===== src/rtl/arrmul_arbiter.sv =====
// -----------------------------------------------------------------------------
// arrmul_arbiter
//
// Round-robin arbiter and pipeline controller that lets N_REQ requesters share
// one signed WIDTH x WIDTH array multiplier. One request is granted per cycle.
// The product (2*WIDTH bits, exact) is returned together with the index of the
// requester that issued it on a single response channel with backpressure.
// Responses come back in grant order.
//
// Build option:
//   ARRMUL_ARB_OPREG_EN  defined   : operand register stage S1 present,
//                                    latency 2, up to two operations in flight.
//                        undefined : multiplier fed straight from the granted
//                                    request, latency 1, one operation in flight.
//
// Ports:
//   clk        in   clock, rising edge
//   rst_n      in   asynchronous active-low reset
//   req_valid  in   [N_REQ]        request valid per requester
//   req_ready  out  [N_REQ]        grant/accept, one-hot or zero
//   req_a      in   [N_REQ*WIDTH]  operand a, slice i at [i*WIDTH +: WIDTH]
//   req_b      in   [N_REQ*WIDTH]  operand b, same packing
//   rsp_valid  out                 product valid
//   rsp_ready  in                  consumer accepts product
//   rsp_data   out  [2*WIDTH]      signed product a*b
//   rsp_id     out  [IDW]          requester index of the product
// -----------------------------------------------------------------------------
module arrmul_arbiter #(
   parameter int N_REQ = 4,
   parameter int WIDTH = 4,
   parameter int IDW   = $clog2(N_REQ)
) (
   input  logic                     clk,
   input  logic                     rst_n,
   input  logic [N_REQ-1:0]         req_valid,
   output logic [N_REQ-1:0]         req_ready,
   input  logic [N_REQ*WIDTH-1:0]   req_a,
   input  logic [N_REQ*WIDTH-1:0]   req_b,
   output logic                     rsp_valid,
   input  logic                     rsp_ready,
   output logic [2*WIDTH-1:0]       rsp_data,
   output logic [IDW-1:0]           rsp_id
);

   localparam int PW = 2 * WIDTH;

   // ---------------------------------------------------------------------------
   // Unpack operand buses into per-requester arrays
   // ---------------------------------------------------------------------------
   logic [WIDTH-1:0] a_arr [N_REQ];
   logic [WIDTH-1:0] b_arr [N_REQ];

   generate
      for (genvar gi = 0; gi < N_REQ; gi++) begin : g_unpack
         assign a_arr[gi] = req_a[gi*WIDTH +: WIDTH];
         assign b_arr[gi] = req_b[gi*WIDTH +: WIDTH];
      end
   endgenerate

   // ---------------------------------------------------------------------------
   // State
   // ---------------------------------------------------------------------------
   logic [IDW-1:0]   rr_q,        rr_d;
   logic             rsp_valid_q, rsp_valid_d;
   logic [PW-1:0]    rsp_data_q,  rsp_data_d;
   logic [IDW-1:0]   rsp_id_q,    rsp_id_d;

`ifdef ARRMUL_ARB_OPREG_EN
   logic             v1_q,  v1_d;
   logic [WIDTH-1:0] a1_q,  a1_d;
   logic [WIDTH-1:0] b1_q,  b1_d;
   logic [IDW-1:0]   id1_q, id1_d;
`endif

   // ---------------------------------------------------------------------------
   // Round-robin search: first valid requester at or after rr, wrapping.
   // Scanning from the far end downwards lets the nearest match win last.
   // ---------------------------------------------------------------------------
   logic [IDW-1:0] win_id;
   logic           win_found;

   always_comb begin
      int idx;
      idx       = 0;
      win_id    = '0;
      win_found = 1'b0;
      for (int k = N_REQ - 1; k >= 0; k--) begin
         idx = int'(rr_q) + k;
         if (idx >= N_REQ) idx = idx - N_REQ;
         if (req_valid[idx]) begin
            win_id    = IDW'(idx);
            win_found = 1'b1;
         end
      end
   end

   // ---------------------------------------------------------------------------
   // Pipeline handshake
   // ---------------------------------------------------------------------------
   logic           s2_free;
   logic           can_accept;
   logic           accept;
   logic           s2_load;
   logic [IDW-1:0] s2_id_src;
   logic [WIDTH-1:0] mul_a, mul_b;
   logic [PW-1:0]  mul_p;

   assign s2_free = !rsp_valid_q || rsp_ready;

`ifdef ARRMUL_ARB_OPREG_EN
   assign can_accept = !v1_q || s2_free;
   assign s2_load    = v1_q && s2_free;
   assign s2_id_src  = id1_q;
   assign mul_a      = a1_q;
   assign mul_b      = b1_q;
`else
   assign can_accept = s2_free;
   assign s2_load    = accept;
   assign s2_id_src  = win_id;
   assign mul_a      = a_arr[win_id];
   assign mul_b      = b_arr[win_id];
`endif

   // rst_n gates the grant so nothing is handed out while the block is held
   // in reset, even though the pipeline then looks empty.
   assign accept = win_found && can_accept && rst_n;

   always_comb begin
      req_ready = '0;
      if (accept) req_ready[win_id] = 1'b1;
   end

   // ---------------------------------------------------------------------------
   // Signed array multiplier: one shifted partial-product row per bit of b.
   // The MSB row carries negative weight in two's complement, so it is
   // subtracted instead of added. Result is exact modulo 2^PW, which is the
   // full product range.
   // ---------------------------------------------------------------------------
   logic [PW-1:0] a_ext;
   logic [PW-1:0] acc [WIDTH+1];

   assign a_ext  = {{WIDTH{mul_a[WIDTH-1]}}, mul_a};
   assign acc[0] = '0;

   generate
      for (genvar gi = 0; gi < WIDTH; gi++) begin : g_row
         logic [PW-1:0] row;
         assign row = mul_b[gi] ? (a_ext << gi) : '0;
         if (gi == WIDTH - 1) begin : g_neg
            assign acc[gi+1] = acc[gi] - row;
         end else begin : g_pos
            assign acc[gi+1] = acc[gi] + row;
         end
      end
   endgenerate

   assign mul_p = acc[WIDTH];

   // ---------------------------------------------------------------------------
   // Next-state
   // ---------------------------------------------------------------------------
   always_comb begin
      rr_d        = rr_q;
      rsp_valid_d = rsp_valid_q;
      rsp_data_d  = rsp_data_q;
      rsp_id_d    = rsp_id_q;

      if (accept) begin
         rr_d = (int'(win_id) == N_REQ - 1) ? '0 : win_id + 1'b1;
      end

      // S2 only changes when it is free; otherwise the stalled product holds.
      if (s2_free) begin
         rsp_valid_d = s2_load;
      end
      if (s2_load) begin
         rsp_data_d = mul_p;
         rsp_id_d   = s2_id_src;
      end
   end

`ifdef ARRMUL_ARB_OPREG_EN
   always_comb begin
      v1_d  = v1_q;
      a1_d  = a1_q;
      b1_d  = b1_q;
      id1_d = id1_q;
      if (s2_load) v1_d = 1'b0;
      // An accept in the same cycle as an advance refills S1 without a bubble.
      if (accept) begin
         v1_d  = 1'b1;
         a1_d  = a_arr[win_id];
         b1_d  = b_arr[win_id];
         id1_d = win_id;
      end
   end

   always_ff @(posedge clk or negedge rst_n) begin
      if (!rst_n) begin
         v1_q  <= 1'b0;
         a1_q  <= '0;
         b1_q  <= '0;
         id1_q <= '0;
      end else begin
         v1_q  <= v1_d;
         a1_q  <= a1_d;
         b1_q  <= b1_d;
         id1_q <= id1_d;
      end
   end
`endif

   always_ff @(posedge clk or negedge rst_n) begin
      if (!rst_n) begin
         rr_q        <= '0;
         rsp_valid_q <= 1'b0;
         rsp_data_q  <= '0;
         rsp_id_q    <= '0;
      end else begin
         rr_q        <= rr_d;
         rsp_valid_q <= rsp_valid_d;
         rsp_data_q  <= rsp_data_d;
         rsp_id_q    <= rsp_id_d;
      end
   end

   assign rsp_valid = rsp_valid_q;
   assign rsp_data  = rsp_data_q;
   assign rsp_id    = rsp_id_q;

endmodule


===== config.mk =====
export PLATFORM = sky130hd
export DESIGN_NAME = arrmul_arbiter
export DESIGN_NICKNAME = d
export VERILOG_FILES = /design/src/rtl/arrmul_arbiter.sv
export SDC_FILE = /design/constraint.sdc
export NUM_CORES = 1
export LEC_CHECK = 0
export ABC_AREA = 1
export CORE_ASPECT_RATIO = 1.2
export CORE_MARGIN = 10
export CORE_UTILIZATION = 35
export DETAILED_ROUTE_END_ITERATION = 10
export DONT_BUFFER_PORTS = 1
export SLEW_MARGIN = 15
export SYNTH_ARGS = -nofsm -noshare
export SYNTH_HDL_FRONTEND = slang
export SYNTH_SLANG_ARGS = --single-unit

===== constraint.sdc =====
create_clock -name clk -period 6.6 [get_ports clk]
set_input_delay 0.66 -clock clk [delete_from_list [all_inputs] [get_ports clk]]
set_output_delay 0.66 -clock clk [all_outputs]
set_load 0.02 [all_outputs]

==> impl_metrics.toml <==
[drt]
vias = 1569
antenna_left = 0
drt-wirelength-per-cell_um = 13.2
drt-initial-drc-count = 82
viasPerCell = 4.89
drc = 0
drtPass1Iterations = 4
wl_mm = 4.24

[placement]
place_congestion = 0.924
place_hpwl_mm = 3.58
place.port_buffers = 0

[die]
rows = 28
die_x_um = 85.7
start_util = 0.364
core_area_um2 = 4970
dieArea_um2 = 8470
ioPinCount = 54
die_y_um = 98.8

[setup_path]
worst_setup_path_start_kind = "flip-flop"
endpoint_kind = "flip-flop"
critical_path_class = "reg -> reg"
worstPathRequired_ns = 6.73
cp_max_fo = 12
critical_path_arrival_ns = 4.83

[timing]
min_period_ns = 4.70
skew_ns = 0.00346
hold_viol = 0
slew_viol_final = 0
post-route-period-util = 0.712
fin_setup_tns_ns = 0
relSlewSlack = 0.491
finalSetupViolations = 0
tightest_slew_ns = 0.761
rsz0062_at_grt = "no"
fmax_mhz = 213

[logic_synthesis]
synth_top_area_cell = "dfrtp_1"
synth_cell_type_count = 28
synth_seq_cells = 13
syn_avg_cell_area_um2 = 6.84
synth_nets = 325
synth_top_area_share = 0.180
netlist_top_cells_area = "dfrtp_1 18%, nand2_1 15%, ha_1 9.7%, inv_1 9.1%, nand3_1 8.8%"
synth_edf_count = 0
synth-seq-area-share = 0.180
async_flop_share = 1.00
syn_inst = 265
yosys_warnings = 0
synth_area_um2 = 1810
synthFlopType = "dfrtp_1"

[finish]
drive_above_1_share = 0.126
syn_to_final_growth_pct = 2.42
fin_nets = 322
antenna_cells = 0

[clock_tree]
cts_resized = 0
cts_tree = "yes"
clock-sinks = 13
cts_max_level = 1
ctsRootBufferMaster = "clkbuf_8"
post-cts-setup-buffer-count = 0
clock_path_buffers = 2
clock_latency_ns = 0.24
numCtsBuffers = 3
hold_buffers = 0
clk_pin_slew_ns = 0.06

[status]
status = "completed"

[min_path]
holdCritPathClass = "in -> async"

[flow_run]
maxCapViolCount = 0

[global_routing]
antenna_found_initial = 0
grt_max_degree = 25
grt_pass1_wl_mm = 7.29
grt_pass1_vias = 1549
globalRoute.totalOverflow = 0
grt_usage = 0.101
==> layout by cell type (no fill, tap or decap) <==
cell	count
nand3_4	1
nand2_4	2
clkbuf_1	1
ha_1	14
nand3_1	32
xor2_1	1
nor2_2	2
fa_1	7
inv_4	1
inv_2	2
o21bai_1	1
inv_1	44
nand2_2	12
o21ai_1	3
o21ai_0	9
nand3_2	8
dfrtp_1	13
nand3b_1	3
nand2_8	1
nand4_1	2
nor2_4	1
xnor2_1	6
clkbuf_8	3
nor2_1	12
nand2_1	74
a21oi_1	6
==> cells by family after synthesis <==
kind of cell	synth area share
adders and majority gates	0.174
buffers and inverters	0.141
AOI/OAI and AO/OA	0.0539
xor gates and xnor gates	0.0338
and+or+nand+nor	0.418
DFF	0.180
==> cell type report <==
| type | instances | area (µm²) |
|---|---|---|
| Inverter | 47 | 179 |
| Tap cell | 60 | 75.1 |
| Clock buffer | 4 | 45.0 |
| Multi-Input combinational cell | 197 | 1230 |
| Sequential cell | 13 | 325 |
| Fill cell | 542 | 3120 |
==> synthesized netlist by cell type (all sizes together), types with 2 or more instances <==
library cell / n
buf: 6
nor2: 15
a21oi: 6
nand3b: 3
nand4: 2
xnor2: 6
nand2: 89
nand3: 41
inv: 47
o21ai: 12
clkbuf: 2
fa: 7
dfrtp: 13
ha: 14
==> per-stage QoR <==
stage	hold WS (ns)	cells	setup slack [ns]	util	area [µm²]
floorplan	0.364	265	2.64	-	1810
detailed placement	0.365	317	1.90	0.364	1810
global placement	0.365	317	1.98	0.364	1810
finish	0.108	321	1.90	0.373	1860
global route	0.100	321	1.42	0.373	1860
CTS	0.106	321	1.88	0.373	1860
==> state kept, by name, summed over array words and instances, names as in the netlist <==
| name | flops |
|---|---|
| rr_q | 2 |
| rsp_valid | 1 |
| rsp_data | 8 |
| rsp_id | 2 |
==> layer usage <==
layer	vias up	GRT usage	wire, µm
li1	815	-	-
met3	4	0.0387	395
met4	0	0.0317	46
met1	693	0.128	1960
met2	57	0.154	1830
met5	-	0	0
==> worst paths after layout <==
check / startpoint / end / slack, ns / cells past startpoint
worst max-delay path: rr_q[0] / rsp_data[7] / 1.90 / 27
worst min-delay path: rst_n / rsp_valid / 0.11 / 0
worst max register to register: rr_q[0] / rsp_data[7] / 1.90 / 27
worst min register to register: rsp_data[0] / rsp_data[0] / 0.63 / 2
max in group asynchronous: rst_n / rsp_data[4] / 6.42 / 0
min in group clk: rsp_ready / rsp_valid / 0.59 / 3
==> worst max-delay path, stage by stage (launching register included) <==
cell	delay (ns)
dfrtp_1	0.60
inv_1	0.13
nand2_1	0.10
nand3_1	0.09
nand3b_1	0.17
nand3b_1	0.09
nand2_1	0.26
inv_1	0.43
nand3_1	0.15
nand2_2	0.13
inv_2	0.08
nand2_4	0.10
nand2_1	0.06
nand2_1	0.06
inv_1	0.04
ha_1	0.27
inv_1	0.05
fa_1	0.52
inv_1	0.04
ha_1	0.34
a21oi_1	0.14
nand2_1	0.09
a21oi_1	0.13
o21bai_1	0.08
xnor2_1	0.18
nand3_1	0.11
nand3_1	0.09
nand2_1	0.05
Power is left out: the tool's default activity adds up to more than one toggle a clock period on the data nets, which glitch-free logic cannot reach.
